**src/rtl/pipeline_ctrl_pkg.sv**
```systemverilog
// Shared constants for the pipeline stall/flush scheduler.
// Stage indices, stall vector width and flush FSM encodings.
package pipeline_ctrl_pkg;

    localparam int ADDR_W      = 32;
    localparam int STALL_WIDTH = 6;

    localparam int STG_PC  = 0;
    localparam int STG_IF  = 1;
    localparam int STG_ID  = 2;
    localparam int STG_EX  = 3;
    localparam int STG_MEM = 4;
    localparam int STG_WB  = 5;

    localparam logic [1:0] ST_IDLE     = 2'd0;
    localparam logic [1:0] ST_WAIT_BUS = 2'd1;
    localparam logic [1:0] ST_FLUSH    = 2'd2;

    // Hold every register up to and including stage k.
    function automatic logic [STALL_WIDTH-1:0] stall_upto(input int k);
        logic [STALL_WIDTH-1:0] m;
        m = '0;
        for (int i = 0; i < STALL_WIDTH; i++)
            m[i] = (i <= k);
        return m;
    endfunction

endpackage

```
**src/rtl/pipeline_ctrl_mult_cnt.sv**
```systemverilog
// Multiply occupancy counter: load, decrement-with-enable, clear.
// busy stays high while any multiply cycles remain.
module mult_occupancy_cnt #(
    parameter int                   CNT_WIDTH = 3,
    parameter logic [CNT_WIDTH-1:0] LOAD_VAL  = '0
) (
    input  logic clk,
    input  logic rst_n,
    input  logic load,
    input  logic dec_en,
    input  logic clr,
    output logic busy
);

    logic [CNT_WIDTH-1:0] cnt;

    always_ff @(posedge clk or negedge rst_n) begin
        if (!rst_n)
            cnt <= '0;
        else if (clr)
            cnt <= '0;
        else if (load)
            cnt <= LOAD_VAL;
        else if (dec_en && cnt != '0)
            cnt <= cnt - 1'b1;
    end

    assign busy = (cnt != '0);

endmodule

```
**src/rtl/pipeline_ctrl.sv**
```systemverilog
// Central stall/flush scheduler for the 5-stage pipeline.
// Priority stall encoder, multiply occupancy and exception flush FSM.
module pipeline_ctrl
    import pipeline_ctrl_pkg::*;
#(
    parameter int MULT_LATENCY = 4,
    parameter int CNT_WIDTH    = 3
) (
    input  logic                   clk,
    input  logic                   rst,
    input  logic                   stall_req_if,
    input  logic                   stall_req_id,
    input  logic                   stall_req_ex,
    input  logic                   stall_req_mem,
    input  logic                   mult_start,
    input  logic                   exc_valid,
    input  logic [ADDR_W-1:0]      exc_pc,
    input  logic                   mem_bus_busy,
    output logic [STALL_WIDTH-1:0] stall,
    output logic                   flush,
    output logic [ADDR_W-1:0]      flush_pc,
    output logic                   mult_busy
);

    localparam bit MULT_EN = (MULT_LATENCY > 1);
    localparam logic [CNT_WIDTH-1:0] LOAD_VAL =
        MULT_EN ? CNT_WIDTH'(MULT_LATENCY - 1) : '0;

    logic [1:0] state;
    logic [1:0] state_nxt;
    logic       req_ex;
    logic       exc_take;
    logic       mult_load;

    assign req_ex    = stall_req_ex | mult_busy;
    assign exc_take  = (state == ST_IDLE) && exc_valid;
    assign mult_load = MULT_EN && mult_start && !mult_busy &&
                       (state == ST_IDLE) && !exc_valid;

    always_comb begin
        stall = '0;
        if (!rst)
            stall = '0;
        else if (state == ST_FLUSH)
            stall = '0;
        else if (state == ST_WAIT_BUS)
            stall = stall_upto(STG_MEM);
        else if (stall_req_mem)
            stall = stall_upto(STG_MEM);
        else if (req_ex)
            stall = stall_upto(STG_EX);
        else if (stall_req_id)
            stall = stall_upto(STG_ID);
        else if (stall_req_if)
            stall = stall_upto(STG_IF);
    end

    always_comb begin
        state_nxt = state;
        case (state)
            ST_IDLE:
                if (exc_valid)
                    state_nxt = mem_bus_busy ? ST_WAIT_BUS : ST_FLUSH;
            ST_WAIT_BUS:
                if (!mem_bus_busy)
                    state_nxt = ST_FLUSH;
            ST_FLUSH:
                state_nxt = ST_IDLE;
            default:
                state_nxt = ST_IDLE;
        endcase
    end

    always_ff @(posedge clk or negedge rst) begin
        if (!rst) begin
            state    <= ST_IDLE;
            flush    <= 1'b0;
            flush_pc <= '0;
        end else begin
            state <= state_nxt;
            flush <= (state_nxt == ST_FLUSH);
            if (exc_take)
                flush_pc <= exc_pc;
        end
    end

    // Counter freezes while MEM is held so EX timing tracks the pipeline.
    mult_occupancy_cnt #(
        .CNT_WIDTH (CNT_WIDTH),
        .LOAD_VAL  (LOAD_VAL)
    ) u_mult_cnt (
        .clk    (clk),
        .rst_n  (rst),
        .load   (mult_load),
        .dec_en (!stall[STG_MEM]),
        .clr    (state == ST_FLUSH),
        .busy   (mult_busy)
    );

endmodule

```
**config.mk**
```make
export PLATFORM = sky130hd
export DESIGN_NAME = pipeline_ctrl
export DESIGN_NICKNAME = d
export VERILOG_FILES = /design/src/rtl/pipeline_ctrl_pkg.sv /design/src/rtl/pipeline_ctrl_mult_cnt.sv /design/src/rtl/pipeline_ctrl.sv
export SDC_FILE = /design/constraint.sdc
export NUM_CORES = 1
export LEC_CHECK = 0
export BUFFER_PORTS_ARGS = -buffer_cell sky130_fd_sc_hd__buf_4
export CORE_MARGIN = 3
export CORE_UTILIZATION = 46
export DETAILED_ROUTE_END_ITERATION = 6
export PLACE_DENSITY = 0.79
export SLEW_MARGIN = 20
export SYNTH_ARGS = -nofsm -noshare
export SYNTH_HDL_FRONTEND = slang
export SYNTH_HIERARCHICAL = 1
export SYNTH_SLANG_ARGS = --single-unit
```
**constraint.sdc**
```tcl
create_clock -name clk -period 2.89 [get_ports clk]
set_input_delay 0.4335 -clock clk [delete_from_list [all_inputs] [get_ports clk]]
set_output_delay 0.4335 -clock clk [all_outputs]
set_load 0.02 [all_outputs]
```
==> flow_metrics.env, run 1 <==
export IMPL_critPathKind="reg -> out"
export IMPL_die_width_um=67.6
export IMPL_wl_per_cell_um=15.6
export IMPL_start_util_pct=49.9
export IMPL_die_height_um=67.6
export IMPL_num_rows=21
export IMPL_syn_to_final_growth_pct=41.3
export IMPL_avgSynthCellArea_um2=15.4
export IMPL_syn_nets=156
export IMPL_cts_resized=0
export IMPL_drc=0
export IMPL_grt_max_degree=44
export IMPL_grt_overflow=0
export IMPL_multi_input_area_um2=729
export IMPL_grt_pass1_vias=1271
export IMPL_crit_top_cell="inv_1"
export IMPL_clkTransAtPathRegs_ns=0.08
export IMPL_p_leak_nw=1.24
export IMPL_synthTopCellsByArea="dfrtp_1, mux2_4, buf_6"
export IMPL_slew_headroom_pct=66.0
export IMPL_slowest_stage="or4_4"
export IMPL_p_per_area_mw_per_mm2=740
export IMPL_rsz0062_at_grt="no"
export IMPL_dr_pass1_iters=5
export IMPL_ys_seq_elements=38
export IMPL_fin_skew_ns=0.00745
export IMPL_cts_sinks=38
export IMPL_yosys_area_top_type_share_pct=54.6
export IMPL_grt_antenna_before_repair=0
export IMPL_pin_count=81
export IMPL_cts_buffers=5
export IMPL_final_common_cell="buf_4"
export IMPL_yosysUniqueCellTypes=25
export IMPL_path_cells="inv_1, ha_1, ha_4, inv_1, or4_4, maj3_2, and2_1, buf_4"
export IMPL_critPathArrivalTime_ns=2.34
export IMPL_hpwl_mm=2.84
export IMPL_crit_family="simple AND/OR/NAND/NOR gates"
export IMPL_reg2reg_slack_ns=1.06
export IMPL_slew_violations=0
export IMPL_routed_via_density=4.84
export IMPL_layout_common_cells="buf_4, dfrtp_1, mux2_4"
export IMPL_coreArea_mm2=0.00349
export IMPL_outcome="complete, no violations"
export IMPL_maxCapViolations=0
export IMPL_cts_htree_levels=2
export IMPL_drt_initial_drc_count=39
export IMPL_setup_viol=0
export IMPL_wl_mm=3.79
export IMPL_cts_buffer_depth=2
export IMPL_clk_latency_ns=0.29
export IMPL_ys_seq_area_share_pct=54.6
export IMPL_syn_area_mm2=0.00174
export IMPL_finalSetupTns_ns=0
export IMPL_vias=1171
export IMPL_place_gp_congestion=0.786
export IMPL_final_nets=238
export IMPL_cts_tree="yes"
export IMPL_seq_area_um2=951
export IMPL_grt_usage_pct=17.5
export IMPL_crit_path_end_kind="primary output"
export IMPL_postPlaceCellArea_mm2=0.00236
export IMPL_hold_slack_ns=0.106
export IMPL_worstPathRequired_ns=2.46
export IMPL_cp_start_kind="flop"
export IMPL_antenna_left=0
export IMPL_ir_worst_vdd_uv=392
export IMPL_critPathBufInv=3
export IMPL_layout_min_cycle_time_ns=2.77
export IMPL_dieArea_mm2=0.00456
export IMPL_period_share_pct=96.0
export IMPL_fmax_ghz=0.361
export IMPL_synthCells=113
export IMPL_drive_gt1_share_pct=64.3
export IMPL_worstMarginPinSlew_ns=0.509
export IMPL_diodes=0
export IMPL_finalHoldViolCount=0
export IMPL_clockRootBuffer="clkbuf_8"
export IMPL_hold_buffers=0
export IMPL_grt_pass1_wl_mm=5.81
export IMPL_cpPeakStageDelay_ns=0.53
export IMPL_hold_path_class="in -> async"
export IMPL_yosysTopAreaCell="dfrtp_1"
export IMPL_cp_max_fo=5
export IMPL_place_port_buffers=79
export IMPL_postCtsSetupRepairBufs=0
export IMPL_nFillCells=255
export IMPL_synth_warnings=6
export IMPL_final_area_mm2=0.00246
## area by class of cell
type / instances / area share (%)
clock buffers: 6 / 3.35
clock inverters: 2 / 0.508
inverters: 6 / 0.914
multi-input cells: 63 / 29.6
flip-flops and latches: 38 / 38.6
well taps: 46 / 2.34
repair buffers: 81 / 24.7
## flip-flops by register name, indices dropped and copies added (netlist names)
name            flops
flush               1
state               2
flush_pc           32
u_mult_cnt/cnt      3
## worst register-to-register path, stage by stage (launching register included)
cell      delay, ns
dfrtp_1        0.38
inv_1          0.06
ha_1           0.23
ha_4           0.18
inv_1          0.12
nor2_1         0.05
and3_1         0.26
nor4bb_1       0.34
a211oi_1       0.09
## routing by layer
metal,vias up,part of all wire (%),track usage [%]
met5,-,0,0
li1,553,-,-
met1,561,38,20.4
met2,53,53,30.1
met4,0,1.1,5.32
met3,4,7.7,5.82
## where the power goes
group | internal [mW] | total (mW) | leakage, nW | switching [mW]
Clock | 0.192 | 0.377 | 0.0472 | 0.185
Combinational | 0.390 | 0.728 | 0.739 | 0.338
Sequential | 0.646 | 0.717 | 0.449 | 0.0714
Total | 1.23 | 1.82 | 1.24 | 0.595
## path summary, 6_finish.rpt
path | startpoint | endpoint | cells after the start
worst max-delay path | u_mult_cnt/cnt[0] | stall[2] | 8
worst min-delay path | rst | flush_pc[17] | 1
worst max register to register | u_mult_cnt/cnt[0] | u_mult_cnt/cnt[0] | 8
worst min register to register | flush_pc[17] | flush_pc[17] | 1
max in group asynchronous | rst | state[1] | 1
min in group clk | mem_bus_busy | state[1] | 2
## through the flow
step / worst slack, ns / power, mW / instances / util, %
3_3_place_gp: 0.480 / 1.39 / 234 / 67.4
4_1_cts: 0.0254 / 1.82 / 242 / 70.1
5_1_grt: 0.0121 / 1.92 / 242 / 70.5
6_report: 0.116 / 1.82 / 242 / 70.5
2_1_floorplan: 0.433 / 1.15 / 113 / -
3_5_place_dp: 0.348 / 1.44 / 234 / 67.4
## cell usage after synthesis (all sizes together)
master and n:
and3b 1, buf 6, nand2b 1, nor4bb 2
nor3b 2, mux2 32, inv 6, nor2b 1
nand2 1, dfrtp 38, and2 2, nor2 5
and3 2, or4 1, conb 1, ha 2
a2111oi 1, maj3 3, a211oi 3, nor3 3
## kinds of logic (layout without fill, tap and decap cells)
| logic type | after synthesis | in the layout | synth area share, % |
|---|---|---|---|
| compound gates | 4 | 4 | 2.87 |
| flops | 38 | 38 | 54.6 |
| other cells | 1 | 1 | 0.215 |
| mux | 32 | 32 | 27.1 |
| buf+inv | 12 | 95 | 4.38 |
| fa+ha+maj | 5 | 5 | 3.23 |
| simple gates | 21 | 21 | 7.61 |
Power figures use the tool's default switching activity.
==> inputs of run 2 (changes only) <==
clock period = 2.65 ns   (was 2.89 ns; I/O delays follow)
==> flow_metrics.env, run 2 (synthesis results as in run 1) <==
export IMPL_worstPathRequired_ns=2.25
export IMPL_p_per_area_mw_per_mm2=865
export IMPL_layout_min_cycle_time_ns=2.55
export IMPL_die_width_um=67.6
export IMPL_setup_slack_ns=0.103
export IMPL_antenna_left=0
export IMPL_start_util_pct=49.9
export IMPL_dr_pass1_iters=2
export IMPL_routed_via_density=4.87
export IMPL_drt_initial_drc_count=28
export IMPL_wl_mm=3.93
export IMPL_pin_count=81
export IMPL_rsz0062_at_grt="no"
export IMPL_cts_htree_levels=2
export IMPL_cp_max_fo=4
export IMPL_worstMarginPinSlew_ns=0.510
export IMPL_final_area_mm2=0.00254
export IMPL_p_switching_uw=668
export IMPL_fin_skew_ns=0.00562
export IMPL_drive_gt1_share_pct=66.2
export IMPL_vias=1189
export IMPL_cpPeakStageDelay_ns=0.42
export IMPL_multi_input_area_um2=734
export IMPL_p_total_mw=2.20
export IMPL_fmax_ghz=0.393
export IMPL_die_height_um=67.6
export IMPL_num_rows=21
export IMPL_reg_largest_list="flush_pc x32, u_mult_cnt/cnt x3, state x2"
export IMPL_grt_pass1_vias=1208
export IMPL_ir_worst_vdd_uv=482
export IMPL_cts_tree="yes"
export IMPL_layout_common_cells="buf_4, dfrtp_1, mux2_4"
export IMPL_setup_viol=0
export IMPL_place_gp_congestion=0.819
export IMPL_largest_reg_flops=32
export IMPL_outcome="complete, no violations"
export IMPL_postPlaceCellArea_mm2=0.00236
export IMPL_clockPowerShare_pct=26.8
export IMPL_cp_start_kind="flop"
export IMPL_clkTransAtPathRegs_ns=0.08
export IMPL_finalHoldViolCount=0
export IMPL_cts_sinks=38
export IMPL_pre_cts_ws_ns=0.142
export IMPL_hold_path_class="in -> async"
export IMPL_reg2reg_slack_ns=0.85
export IMPL_period_share_pct=96.1
export IMPL_grt_pass1_wl_mm=6.00
export IMPL_wl_per_cell_um=16.1
export IMPL_syn_to_final_growth_pct=45.9
export IMPL_critPathArrivalTime_ns=2.15
export IMPL_top_register="flush_pc"
export IMPL_p_leak_nw=1.27
export IMPL_dieArea_mm2=0.00456
export IMPL_combPwrFrac_pct=38.0
export IMPL_internal_power_mw=1.53
export IMPL_hpwl_mm=2.82
export IMPL_slew_headroom_pct=66.0
export IMPL_path_cells="inv_1, ha_2, ha_4, inv_2, or4_4, maj3_2, and2_4, buf_6"
export IMPL_seq_area_um2=951
export IMPL_cts_buffer_depth=2
export IMPL_place_port_buffers=79
export IMPL_grt_antenna_before_repair=0
export IMPL_slowest_stage="or4_4"
export IMPL_maxCapViolations=0
export IMPL_final_common_cell="buf_4"
export IMPL_grt_usage_pct=18.2
export IMPL_seq_power_share_pct=35.2
export IMPL_cts_buffers=5
export IMPL_grt_overflow=0
export IMPL_clk_latency_ns=0.29
export IMPL_slew_violations=0
export IMPL_critPathKind="reg -> out"
export IMPL_hold_buffers=0
export IMPL_final_nets=240
export IMPL_nFillCells=246
export IMPL_clockRootBuffer="clkbuf_8"
export IMPL_grt_max_degree=44
export IMPL_coreArea_mm2=0.00349
export IMPL_utilization_pct=72.8
export IMPL_crit_path_end_kind="primary output"
export IMPL_drc=0
export IMPL_finalSetupTns_ns=0
export IMPL_diodes=0
export IMPL_switching_share_pct=30.4
-- run 2: repair_timing --
action,4_1_cts,5_1_grt
setup buffers,2,1
endpoints found under the setup margin,3,1
gates cloned,0,0
gates resized for setup,6,0
endpoints found under the hold margin,0,0
pin swaps,2,3
-- run 2: power by group through the flow --
stage,clock [mW],combinational [mW],sequential (mW)
after floorplan,0,0.362,0.897
after global placement,0,0.745,0.778
after detailed placement,0,0.775,0.785
after CTS,0.598,0.827,0.775
after global routing,0.632,0.884,0.791
final,0.590,0.835,0.775
-- run 2: layout make-up --
cell class | instances | area share (%)
Multi-Input combinational cell | 63 | 28.9
Clock inverter | 3 | 2.71
Tap cell | 46 | 2.26
Inverter | 6 | 0.886
Sequential cell | 38 | 37.4
Timing Repair Buffer | 83 | 25.1
Clock buffer | 5 | 2.71
-- run 2: worst max-delay path: cells and delay by family, from the launching register on --
family        cells  cell delay, ns
flops             1            0.38
buf+inv           3            0.23
fa+ha+maj         3            0.66
simple gates      2            0.58
-- run 2: final timing paths --
| path | startpoint | endpoint | depth (start not counted) |
|---|---|---|---|
| worst max-delay path | u_mult_cnt/cnt[0] | stall[2] | 8 |
| worst min-delay path | rst | flush_pc[16] | 1 |
| worst max register to register | state[0] | flush_pc[11] | 4 |
| worst min register to register | flush_pc[0] | flush_pc[0] | 1 |
| max in group asynchronous | rst | flush_pc[3] | 1 |
| min in group clk | mem_bus_busy | state[1] | 2 |
-- run 2: through the flow --
stage | hold WS (ns) | cells
4_1_cts | 0.0845 | 243
5_1_grt | 0.104 | 244
3_5_place_dp | 0.397 | 233
2_1_floorplan | 0.102 | 113
3_3_place_gp | 0.394 | 233
6_report | 0.0730 | 244
-- run 2: routing by layer --
layer  global-route usage, %  share of wire [%]  vias up
met4                    6.84                1.4        0
li1                        -                  -      554
met2                    30.3                 51       49
met3                    5.49                6.9        5
met5                       0                  0        -
met1                    22.1                 41      581
